`src/rtl/zkey_press_classifier.sv`:
```
// Debounces key edge pulses, tracks the debounced key level and classifies each press as short or long.
// Optional auto-repeat after a long press is compiled in with `define ZKEY_AUTO_REPEAT_EN.
module zkey_press_classifier #(
    parameter int DEBOUNCE_CYCLES = 1000000,
    parameter int LONG_CYCLES     = 50000000,
    parameter int REPEAT_CYCLES   = 10000000,
    parameter int CNT_W           = 26
) (
    input  logic clk,
    input  logic rst_n,
    input  logic en,
    input  logic h2l_edge,
    input  logic l2h_edge,
    output logic key_state,
    output logic press_pulse,
    output logic release_pulse,
    output logic short_press,
    output logic long_press,
    output logic repeat_pulse
);

    typedef enum logic [1:0] {
        IDLE,
        PRESS_DB,
        PRESSED,
        RELEASE_DB
    } state_t;

    localparam logic [CNT_W-1:0] DB_LAST   = CNT_W'(DEBOUNCE_CYCLES - 1);
    localparam logic [CNT_W-1:0] HOLD_LAST = CNT_W'(LONG_CYCLES - 1);

    state_t           state;
    logic [CNT_W-1:0] db_cnt;
    logic [CNT_W-1:0] hold_cnt;
    logic             long_done;

    // Coincident edges cancel out; only a lone edge moves the FSM.
    logic h2l_only;
    logic l2h_only;
    logic hold_last;

    assign h2l_only  = h2l_edge & ~l2h_edge;
    assign l2h_only  = l2h_edge & ~h2l_edge;
    assign hold_last = (hold_cnt == HOLD_LAST);

    // NOTE: all state and outputs use non-blocking assignments so every register
    // samples the pre-edge values, regardless of statement order below.
    always_ff @(posedge clk or negedge rst_n) begin
        if (!rst_n) begin
            state         <= IDLE;
            db_cnt        <= '0;
            hold_cnt      <= '0;
            long_done     <= 1'b0;
            key_state     <= 1'b1;
            press_pulse   <= 1'b0;
            release_pulse <= 1'b0;
            short_press   <= 1'b0;
            long_press    <= 1'b0;
        end else begin
            press_pulse   <= 1'b0;
            release_pulse <= 1'b0;
            short_press   <= 1'b0;
            long_press    <= 1'b0;
            if (!en) begin
                state     <= IDLE;
                db_cnt    <= '0;
                hold_cnt  <= '0;
                long_done <= 1'b0;
                key_state <= 1'b1;
            end else begin
                case (state)
                    IDLE: begin
                        if (h2l_only) begin
                            state  <= PRESS_DB;
                            db_cnt <= '0;
                        end
                    end
                    PRESS_DB: begin
                        if (l2h_only) begin
                            state <= IDLE;
                        end else if (h2l_only) begin
                            db_cnt <= '0;
                        end else if (db_cnt == DB_LAST) begin
                            state       <= PRESSED;
                            press_pulse <= 1'b1;
                            key_state   <= 1'b0;
                            hold_cnt    <= '0;
                            long_done   <= 1'b0;
                        end else begin
                            db_cnt <= db_cnt + 1'b1;
                        end
                    end
                    PRESSED, RELEASE_DB: begin
                        // Hold time keeps running through release debounce and saturates.
                        if (!hold_last) begin
                            hold_cnt <= hold_cnt + 1'b1;
                        end
                        if (hold_last && !long_done) begin
                            long_press <= 1'b1;
                            long_done  <= 1'b1;
                        end
                        if (state == PRESSED) begin
                            if (l2h_only) begin
                                state  <= RELEASE_DB;
                                db_cnt <= '0;
                            end
                        end else if (h2l_only) begin
                            state <= PRESSED;
                        end else if (db_cnt == DB_LAST) begin
                            state         <= IDLE;
                            release_pulse <= 1'b1;
                            key_state     <= 1'b1;
                            short_press   <= ~long_done;
                        end else begin
                            db_cnt <= db_cnt + 1'b1;
                        end
                    end
                    default: begin
                        state <= IDLE;
                    end
                endcase
            end
        end
    end

`ifdef ZKEY_AUTO_REPEAT_EN
    localparam logic [CNT_W-1:0] RPT_LAST = CNT_W'(REPEAT_CYCLES - 1);

    logic [CNT_W-1:0] rpt_cnt;
    logic             in_pressed;
    logic             release_done;
    logic             stay_pressed;
    logic             fire_long;

    assign in_pressed   = (state == PRESSED) || (state == RELEASE_DB);
    assign release_done = (state == RELEASE_DB) && !h2l_only && (db_cnt == DB_LAST);
    // A repeat due on the very edge that completes the release is dropped.
    assign stay_pressed = en && in_pressed && !release_done;
    assign fire_long    = in_pressed && hold_last && !long_done;

    always_ff @(posedge clk or negedge rst_n) begin
        if (!rst_n) begin
            rpt_cnt      <= '0;
            repeat_pulse <= 1'b0;
        end else begin
            repeat_pulse <= 1'b0;
            if (!stay_pressed || fire_long) begin
                rpt_cnt <= '0;
            end else if (long_done) begin
                if (rpt_cnt == RPT_LAST) begin
                    rpt_cnt      <= '0;
                    repeat_pulse <= 1'b1;
                end else begin
                    rpt_cnt <= rpt_cnt + 1'b1;
                end
            end
        end
    end
`else
    assign repeat_pulse = 1'b0;
`endif

endmodule
```
`config.mk`:
```
export PLATFORM = sky130hd
export DESIGN_NAME = zkey_press_classifier
export DESIGN_NICKNAME = d
export VERILOG_FILES = /design/src/rtl/zkey_press_classifier.sv
export SDC_FILE = /design/constraint.sdc
export NUM_CORES = 1
export LEC_CHECK = 0
export ABC_AREA = 1
export CAP_MARGIN = 20
export CORE_ASPECT_RATIO = 1.75
export CORE_MARGIN = 2
export CORE_UTILIZATION = 39
export CTS_CLUSTER_DIAMETER = 40
export DETAILED_ROUTE_END_ITERATION = 16
export SLEW_MARGIN = 5
export SYNTH_ARGS = -nofsm -noshare
export SYNTH_HDL_FRONTEND = slang
export SYNTH_SLANG_ARGS = --single-unit
export TNS_END_PERCENT = 10
```
`constraint.sdc`:
```
create_clock -name clk -period 2 [get_ports clk]
set_input_delay 0.3 -clock clk [delete_from_list [all_inputs] [get_ports clk]]
set_output_delay 0.3 -clock clk [all_outputs]
set_load 0.05 [all_outputs]
```
Word-level counts from Yosys, hierarchy flattened

Cells that the tools add are included.

Word-level logic and storage cells: 97
Register bits after elaboration: 60

$add $sub $neg: 2
Equal/unequal tests: 20
Multiplexer cells: 52
Reduce and logical (&&, ||, !) cells: 9
Bitwise gates (word level): 5

Operator list:

| kind                    | number |
|---|---|
| $mux W26                | 13 |
| $pmux W26 S3            | 1 |
| $add A26 B1 Y26 const B | 2 |
| $pmux W26 S2            | 1 |
| $ne A3 B3 Y1 const B    | 9 |
| $eq A26 B20 Y1 const B  | 1 |
| $eq A26 B26 Y1 const B  | 1 |
| $mux W1                 | 25 |
| $mux W2                 | 9 |
| $ne A4 B4 Y1 const B    | 4 |
| $reduce_and A5 Y1       | 3 |
| $reduce_and A7 Y1       | 1 |
| $pmux W2 S3             | 1 |
| $ne A5 B5 Y1 const B    | 1 |
| $eq A2 B2 Y1 const B    | 2 |
| $pmux W1 S2             | 2 |
| $reduce_and A4 Y1       | 1 |
| $ne A3 B1 Y1 const B    | 1 |
| $not A1 Y1              | 3 |
| $and A1 B1 Y1           | 2 |
| $eq A2 B1 Y1 const B    | 1 |
| $logic_not A2 Y1        | 1 |
| $reduce_or A2 Y1        | 1 |
| $logic_and A1 B1 Y1     | 1 |
| $logic_not A1 Y1        | 1 |

Depth between registers and ports, before layout

Depth after elaboration: 6
Mapped depth: 12

Worst setup path before layout

OpenSTA, ideal clock, no wires.

Kind: register to register
Start point: register hold_cnt[0]
End point: register hold_cnt[2]
Arrival time: 1539 ps
Clock period less this slack: 1622 ps
Stages on the path, launching flop included: 11
Buffers on the path: 1
Path slack: 378 ps
Cell sequence: dfrtp_1 -> ha_1 -> nand2_2 -> nor2_4 -> nand2_2 -> nor2_1 -> nand3_1 -> nand3_2 -> buf_6 -> nand2_1 -> o21ai_0

Cells in the longest elaborated chain, start to end: 4

RTL lines:

| element                  | line | RTL |
|---|---|---|
| start: declaration       | 34   | `logic [CNT_W-1:0] hold_cnt;` |
| start signal: assignment | 96   | `hold_cnt <= hold_cnt + 1'b1;` |
| $add A26 B1 Y26          | 96   |  |
| $mux W26                 | 95   | `if (!hold_last) begin` |
| $pmux W26 S2             | 71   | `case (state)` |
| $mux W26                 | 64   | `if (!en) begin` |

Several ways; a longest one is shown, not always the timed one. The select of a mux whose other input is x is not followed.
A chain may end at the register's enable or synchronous reset.

Final worst setup path

Start point: register db_cnt[0]
End point: register hold_cnt[8]

Cells in the longest elaborated chain, start to end: 3

RTL lines:

| element                     | line | RTL |
|---|---|---|
| start: declaration          | 33   | `logic [CNT_W-1:0] db_cnt;` |
| start signal: assignment    | 90   | `db_cnt <= db_cnt + 1'b1;` |
| start signal: assignment    | 115  | `db_cnt <= db_cnt + 1'b1;` |
| $eq A26 B20 Y1              | 83   | `end else if (db_cnt == DB_LAST) begin` |
| $ne A3 B3 Y1 (no line)      | -    |  |
| $reduce_and A5 Y1 (no line) | -    |  |

Every way passes these cells.

==> reports/qor.txt <==
sequential fraction of the synthesis area -> 0.3612
Horiz. Die Dim -> 82.08 µm
die area -> 11540 µm²
CTS Buf Count -> 9
slowest CP cell -> dfrtp_1
Worst setup SP type -> register
DRC Markers -> 0
flops & latches, synth -> 60
placed cell count -> 811
Leak -> 2.239 nW
syn_area_per_cell -> 6.400 µm²
synth top area cells -> dfrtp_1, nand2_1, nor2_1
delay of the slowest cell on the worst path -> 0.39 ns
Crit path top cell by count -> nand2_1
first-pass GRT wire length -> 20040 µm
post-route ant nets -> 0
Top FF cell, synth -> dfrtp_1
nets@finish -> 704
outcome -> finished, final reports clean
layout cell share with drive strength beyond 1 -> 0.1410
I/O pin cnt -> 11
CTS tree -> done
post-route minimum period -> 1.862 ns
Detailed Route Iter0 Violations -> 191
Die H -> 140.6 µm
WP data arrival -> 2.07 ns
synth unique cells -> 35
CTS H-tree depth -> 3
fin area -> 5011 µm²
clock sinks -> 60
Synth area leader -> dfrtp_1
initial antenna violation count -> 0
multiplexer share of the synthesized area -> 0
XOR/XNOR share of the synthesized area -> 0.002105
WL per Instance -> 14.93 µm
Layout area overhead -> 20.45%
Compound-Gate Fraction of Synth Area -> 0.07489
largest family of logic cells by synthesized area -> simple AND/OR/NAND/NOR gates
Reg clk slew, reported paths -> 0.05 ns
Final TNS setup -> 0 ns
Worst-Margin Slew -> 0.5008 ns
# setup viols final -> 0
synth cell count leaders -> nand2_1, nor2_1, inv_1
MaxCap Viol Count -> 0
period utilisation layout -> 0.9309
Fmax -> 537.1 MHz
Cells after Synth -> 650
worst vdd ir -> 0.4784 mV
Core ar. -> 10360 µm²
Hold Path Class -> reg -> reg
# rows -> 49
pin count of the biggest net entering global routing -> 61
GRT overflow -> 0
fin util -> 0.4836
Synth top area share -> 0.3549
Post-synth EDFFs -> 0
via/cell ratio -> 5.211
Async SR Flop Fraction -> 1.000
routed wire length -> 12380 µm
crit path max fanout -> 13
vias in the first global route -> 4331
Max Clock Skew -> 0.007001 ns
Total Routing Usage GR -> 0.2311
first-pass detailed-route iteration total -> 5
Yosys warnings -> 0
n_diodes -> 0
top-count cell post-synth -> nand2_1
worst endpoint required time -> 2.20 ns
Critical Path Sink Type -> register
RePlAce Congestion -> 0.9504
Clock Tree Buf Depth -> 2
final std cells w/o fill -> 829
clock latency on the worst-skew pair -> 0.34 ns
Fin. Hold Viols -> 0
Placed Instance Area -> 4618 µm²
clock root cell -> clkbuf_16
# port buffers -> 9
simple-gate portion of the synthesized area -> 0.4574
Slew Limit Headroom -> 0.6635
syn_nets -> 657
P per Cell Area -> 882.4 nW/µm²
Synth Area in Adders -> 0.006015
critical path class -> reg -> reg
Detail Placement HPWL -> 9244 µm
Slew Viols, Final -> 0
Synth Cell Area -> 4160 µm²
Cell Chain, Critical Path -> ha_2 -> nand2_1 -> inv_1 -> nand2_1 -> nor2_2 -> nand3_2 -> nand3_1 -> nand3_2 -> buf_4 -> nand2_1 -> o21ai_0
initial core utilization -> 0.4015
Vias -> 4320
## worst paths after layout
kind,startpoint,to,slack [ns],cells after the start
setup / recovery,db_cnt[0]$_DFFE_PN0P_,hold_cnt[8]$_DFFE_PN0P_,0.14,11
hold / removal,long_done$_DFFE_PN0P_,long_press$_DFF_PN0_,0.47,1
setup reg to reg,db_cnt[0]$_DFFE_PN0P_,hold_cnt[8]$_DFFE_PN0P_,0.14,11
hold reg to reg,long_done$_DFFE_PN0P_,long_press$_DFF_PN0_,0.47,1
max in group asynchronous,rst_n,key_state$_DFFE_PN1P_,1.19,3
min in group asynchronous,rst_n,hold_cnt[16]$_DFFE_PN0P_,0.52,3
## worst max-delay path, delay by kind of cell (launching register included)
family                     cells  cell delay (ns)
AOI/OAI and AO/OA              1             0.09
adders and majority gates      1             0.21
buffers and inverters          2             0.30
DFF                            1             0.39
and+or+nand+nor                7             0.74
## metrics by stage
step           worst slack (ns)  hold slack, ns  total power [mW]
2_1_floorplan            0.3782        0.004409             2.119
3_3_place_gp            -0.1601          0.3379             2.568
3_5_place_dp            -0.1918          0.3387             2.577
4_1_cts                 0.01623          0.4772             4.455
5_1_grt                -0.01105          0.4868             4.647
6_report                 0.1381          0.4741             4.422
## registers in the layout (all words and copies together), names as in the netlist
name           flops
press_pulse        1
short_press        1
state              2
long_press         1
key_state          1
hold_cnt          26
release_pulse      1
db_cnt            26
long_done          1
## cells by family (layout without fill, tap and decap cells)
| group | after synthesis | after routing |
|---|---|---|
| flops | 60 | 60 |
| fa+ha+maj | 2 | 2 |
| xor+xnor | 1 | 1 |
| compound gates | 57 | 57 |
| other cells | 1 | 1 |
| buf+inv | 93 | 145 |
| simple gates | 436 | 436 |
## layout make-up
type | instances | area [µm²]
Inverter | 77 | 289.0
Fill cell | 1072 | 5350
Tap cell | 127 | 158.9
Clock buffer | 12 | 256.5
Multi-Input combinational cell | 497 | 2275
Sequential cell | 60 | 1504
Timing Repair Buffer | 52 | 432.9
Clock inverter | 4 | 95.09
## metal layers
layer	routed length, µm	part of all wire	GRT usage	vias to the layer above
met5	0	0	0	-
met4	637	0.051	0.1465	0
met3	460	0.037	0.05378	43
met2	6818	0.55	0.4181	106
met1	4460	0.36	0.2249	2006
li1	-	-	-	2165
## timing repair
item                                    4_1_cts  5_1_grt
endpoints found under the hold margin        59        0
hold buffers                                  1        0
buffers inserted                              0        1
endpoints found under the setup margin        0       39
resized for setup                             0        7
## cell usage in the layout (no fill, tap or decap), types with 8 or more instances in the layout
cell       instances
nand2_1          195
nor2_1           107
inv_1             75
dfrtp_1           58
nand3_1           54
buf_4             41
nand4_1           28
o21ai_0           22
o21ai_1           21
nor3_1            15
or2_2             11
clkbuf_16          9
nor2_2             8
## power breakdown
group	leakage (nW)	switching, mW	total (mW)	internal [mW]
registers	0.829	0.0713	1.35	1.27
logic	1.24	0.784	1.23	0.442
clock network	0.173	0.567	1.85	1.28
total	2.24	1.42	4.42	3.00
(Power assumes the default switching activity.)
